===== config.mk =====
export PLATFORM = sky130hd
export DESIGN_NAME = cpu_sequencer
export DESIGN_NICKNAME = d
export VERILOG_FILES = /design/src/rtl/cpu_pkg.sv /design/src/rtl/seq_delay_slot.sv /design/src/rtl/cpu_sequencer.sv
export SDC_FILE = /design/constraint.sdc
export NUM_CORES = 1
export LEC_CHECK = 0
export ABC_AREA = 1
export BUFFER_PORTS_ARGS = -buffer_cell sky130_fd_sc_hd__buf_4
export CAP_MARGIN = 20
export CORE_UTILIZATION = 50
export DETAILED_ROUTE_END_ITERATION = 7
export GPL_TIMING_DRIVEN = 0
export HOLD_SLACK_MARGIN = 0.15
export PLACE_DENSITY = 0.79
export SLEW_MARGIN = 0
export SYNTH_ARGS = -nofsm -noshare
export SYNTH_HDL_FRONTEND = slang
export SYNTH_SLANG_ARGS = --single-unit
export TNS_END_PERCENT = 1

===== constraint.sdc =====
create_clock -name clk -period 3.1 [get_ports clk]
set_input_delay 0.155 -clock clk [delete_from_list [all_inputs] [get_ports clk]]
set_output_delay 0.155 -clock clk [all_outputs]
set_load 0.02 [all_outputs]

===== src/rtl/cpu_pkg.sv =====
// Shared types and default addresses for the Harvard MIPS core sequencer.
package cpu_pkg;

  typedef enum logic [1:0] {
    EXEC   = 2'b00,
    STALL  = 2'b01,
    HALTED = 2'b11
  } seq_state_t;

  localparam logic [31:0] RESET_VECTOR_DEFAULT = 32'hBFC0_0000;
  localparam logic [31:0] HALT_ADDR_DEFAULT    = 32'h0000_0000;

endpackage


===== src/rtl/seq_delay_slot.sv =====
// Branch/jump delay-slot tracker: remembers a taken target until the delay slot
// retires, then supplies it as the next pc and flags a transfer to HALT_ADDR.
module seq_delay_slot
  import cpu_pkg::*;
#(
  parameter logic [31:0] HALT_ADDR = HALT_ADDR_DEFAULT
) (
  input  logic        clk,
  input  logic        reset,
  input  logic        retire_i,
  input  logic        redirect_i,
  input  logic [31:0] target_i,
  input  logic [31:0] pc_i,
  output logic [31:0] next_pc_o,
  output logic        halt_hit_o
);

  logic        pending_q, pending_d;
  logic [31:0] target_q, target_d;

  always_comb begin
    pending_d = pending_q;
    target_d  = target_q;
    if (retire_i) begin
      // A delay-slot instruction's own redirect is dropped.
      if (pending_q) begin
        pending_d = 1'b0;
      end else if (redirect_i) begin
        pending_d = 1'b1;
        target_d  = target_i;
      end
    end
  end

  always_ff @(posedge clk) begin
    if (reset) begin
      pending_q <= 1'b0;
      target_q  <= 32'h0;
    end else begin
      pending_q <= pending_d;
      target_q  <= target_d;
    end
  end

  assign next_pc_o  = pending_q ? target_q : pc_i + 32'd4;
  assign halt_hit_o = pending_q && (target_q == HALT_ADDR);

endmodule


===== src/rtl/cpu_sequencer.sv =====
// Program counter and EXEC/STALL/HALTED sequencing for the Harvard MIPS core.
// Optional perf counters are built when SEQ_PERF_CNT_EN is defined.
module cpu_sequencer
  import cpu_pkg::*;
#(
  parameter logic [31:0] RESET_VECTOR = RESET_VECTOR_DEFAULT,
  parameter logic [31:0] HALT_ADDR    = HALT_ADDR_DEFAULT
) (
  input  logic        clk,
  input  logic        reset,
  input  logic        clk_enable,
  input  logic        redirect,
  input  logic [31:0] target,
  input  logic        md_req,
  input  logic        md_busy,
  output logic [31:0] pc,
  output logic        commit,
  output logic        active,
  output logic [1:0]  state,
  output logic [31:0] cycle_count,
  output logic [31:0] retire_count
);

  seq_state_t  state_q, state_d;
  logic [31:0] pc_q, pc_d;
  logic [31:0] next_pc;
  logic        halt_hit;
  logic        md_stall;

  assign md_stall = md_req && md_busy;
  assign commit   = (state_q == EXEC) && clk_enable && !md_stall;

  seq_delay_slot #(
    .HALT_ADDR (HALT_ADDR)
  ) u_delay_slot (
    .clk        (clk),
    .reset      (reset),
    .retire_i   (commit),
    .redirect_i (redirect),
    .target_i   (target),
    .pc_i       (pc_q),
    .next_pc_o  (next_pc),
    .halt_hit_o (halt_hit)
  );

  always_comb begin
    state_d = state_q;
    pc_d    = pc_q;
    unique case (state_q)
      EXEC: begin
        if (clk_enable) begin
          if (md_stall) begin
            state_d = STALL;
          end else begin
            pc_d = next_pc;
            if (halt_hit) state_d = HALTED;
          end
        end
      end
      STALL: begin
        // The stalled instruction re-executes and commits from EXEC.
        if (clk_enable && !md_busy) state_d = EXEC;
      end
      default: ;
    endcase
  end

  always_ff @(posedge clk) begin
    if (reset) begin
      state_q <= EXEC;
      pc_q    <= RESET_VECTOR;
    end else begin
      state_q <= state_d;
      pc_q    <= pc_d;
    end
  end

  assign pc     = pc_q;
  assign state  = state_q;
  assign active = (state_q != HALTED);

`ifdef SEQ_PERF_CNT_EN
  logic [31:0] cycle_q, retire_q;

  always_ff @(posedge clk) begin
    if (reset) begin
      cycle_q  <= 32'h0;
      retire_q <= 32'h0;
    end else begin
      if (clk_enable && (state_q != HALTED)) cycle_q <= cycle_q + 32'd1;
      if (commit) retire_q <= retire_q + 32'd1;
    end
  end

  assign cycle_count  = cycle_q;
  assign retire_count = retire_q;
`else
  assign cycle_count  = 32'h0;
  assign retire_count = 32'h0;
`endif

endmodule


==> out/results.tsv <==
metric	value	unit
outcome	completed	
Synth area leader	dfxtp_1	
Final Wtd Congestion	0.8834	
Hold Path Cell Cnt	3	
FMAX	0.5497	GHz
diode count	0	
RSZ-0062 raised after global routing	no	
largest net degree at the start of global routing	12	
synthesis-to-layout area growth	34.28	%
top_reg_cell synth	dfxtp_1	
final cell count without fillers	889	
Sink Count	67	
CP Capture Type	register	
Slew Viols, Final	0	
CP arrival	2030	ps
Setup TNS Final	0	ps
remaining antenna violation count	0	
mux contribution to synthesized area	0	
Seq/Total Area, Yosys	0.3223	
worst-margin pin slew	613.1	ps
Total GRT Usage	0.2865	
worst min-delay path startpoint	target[26]	
Async S/R FF share, synth	0	
routed len/inst	13.43	um
initial antenna violation count	0	
layout cells sized above 1	0.2668	
Compound-Gate Fraction of Synth Area	0.1521	
GRT overflow	0	
vias in the first global route	4070	
main combinational cell family by area after synthesis	simple AND/OR/NAND/NOR gates	
Seq cells post-synth	67	
top post-synthesis cells by area	dfxtp_1, buf_4, nand2_1	
DR DRC count	0	
Yosys cell types	38	
crit path time final	1819	ps
Post-Synth Simple-Gate Area	0.3076	
Setup Fix Bufs, Post-CTS	0	
Yosys Warn Count	0	
maxcap violations	0	
height of the chip	93.23	um
largest fanout on the critical path	7	
EDFF count, synth	0	
Detailed Routing Iterations Pass 1	5	
area of the die	8692	um^2
critical path type	reg -> reg	
dpl cells	842	
I/O Pins	138	
most common cell after layout, fill and taps aside	buf_4	
hold endpoint	u_delay_slot.target_q[26]	
Root Buffer	clkbuf_8	
WL final	11940	um
peak supply drop	0.2217	mV
global-route wire length before repair	19230	um
DR vias/cell	4.965	
Worst R2R Setup Slack	1280	ps
clock network latency to the later pin of the worst-skew pair	350	ps
Worst Path Required	3310	ps
H-tree depth	3	
LEAKAGE	2.701	nW
initial core utilization	0.5276	
detailed placement HPWL	8725	um
Rel. slew slack	0.5912	
most frequent cells in the layout	buf_4, nand2_1, nor2_1	
final setup fails	0	
final net count	822	
routed vias	4414	
Clock Skew	9.113	ps
post-synthesis xor/xnor area fraction	0.01684	
CP startpoint kind	register	
Rows	32	
post-synthesis adder-cell area fraction	0.003007	
Core ar.	7888	um^2
HP Class	in -> reg	
Longest Clk Path Bufs	2	
TritonCTS clock tree	yes	
synthesized cell area	4161	um^2
FF-to-FF Start	pc[2]	
syn_area_per_cell	6.878	um^2
Worst-path clk slew	70	ps
Synth top area share	0.3223	
P per Cell Area	401.3	nW/um^2
r2r worst-path depth	10	
fin crit share	0.5869	
Buffers on Ports	72	
Hold Fails Final Rpt	0	
Iteration-0 DRC Markers	297	
TritonCTS Buffers	9	
Crit Reg-Reg Endpoint	pc[20]	
Post-Syn Instances	605	
Chip Width	93.23	um
-- layer usage --
metal / GRT usage / part of all wire / vias up
met1: 0.3550 / 0.42 / 1977
met2: 0.4859 / 0.48 / 229
met3: 0.04553 / 0.079 / 25
met4: 0.1321 / 0.026 / 0
met5: 0 / 0 / -
li1: - / - / 2183
-- layout make-up --
type	count	area (um^2)
multi-input combinational	460	2236
timing repair buffer	104	860.8
clock buffer	11	151.4
sequential	67	1341
clock inverter	4	50.05
inverter	54	205.2
buffer	87	615.6
tap	102	127.6
fill	675	2300
-- sequential cells by signal, summed over array words and instances (netlist names) --
signal,cells
u_delay_slot.target_q,32
u_delay_slot.pending_q,1
state,2
pc,32
-- synth_stat cells (7+ instances only) --
cell,n
nand2_1,105
nor2_1,78
buf_4,69
dfxtp_1,67
a21oi_1,50
o21ai_0,43
inv_1,42
nand3_1,32
o21ai_1,12
inv_2,11
nand4_1,8
nor2_4,8
nor3_1,8
clkbuf_1,7
nand2_2,7
-- where the power goes --
group | leakage (nW) | switching (mW) | internal [mW] | total, mW
clock | 0.0974 | 0.349 | 0.410 | 0.758
combinational | 2.06 | 0.302 | 0.223 | 0.525
sequential | 0.547 | 0.0491 | 0.910 | 0.959
-- how the worst max path moves through the flow --
stage,startpoint,end,slack [ps]
3_3_place_gp,pc[2],pc[20],1400
6_report,pc[2],pc[20],1280
2_1_floorplan,pc[2],pc[20],1500
5_1_grt,pc[2],pc[20],1130
4_1_cts,pc[2],pc[20],1330
3_5_place_dp,pc[2],pc[20],1350
-- stage by stage --
stage	area [um^2]	setup WS, ps	hold WS [ps]	utilization	total power [mW]
6_report	5588	1281	160.4	0.7084	2.243
5_1_grt	5588	1131	224.8	0.7084	2.329
4_1_cts	5588	1331	150.4	0.7084	2.227
3_5_place_dp	5066	1350	400.5	0.6423	1.458
3_3_place_gp	5066	1397	397.7	0.6423	1.450
2_1_floorplan	4398	1501	303.4	-	1.321
-- worst max-delay path, cell delays in order (launching register included) --
cell and delay, ps:
dfxtp_1 450, ha_1 250, nand3_2 160, inv_2 110
nand2_4 70, nor2_4 170, nand3_2 140, o21ai_0 110
nand2_1 80, nand2_1 90, a21oi_2 50
-- logic make-up after synthesis --
family / after synthesis
AND/OR/NAND/NOR: 267
other: 1
AO/OA/AOI/OAI: 120
XOR/XNOR: 8
buffers and inverters: 141
adder cells (fa/ha/maj): 1
flip-flops: 67
-- repair_timing --
| item | in CTS | in global routing |
|---|---|---|
| resized for setup | 0 | 0 |
| hold endpoints to repair | 32 | 0 |
| hold buffers | 32 | 0 |
Note: power is estimated with default switching activity, not from simulation.
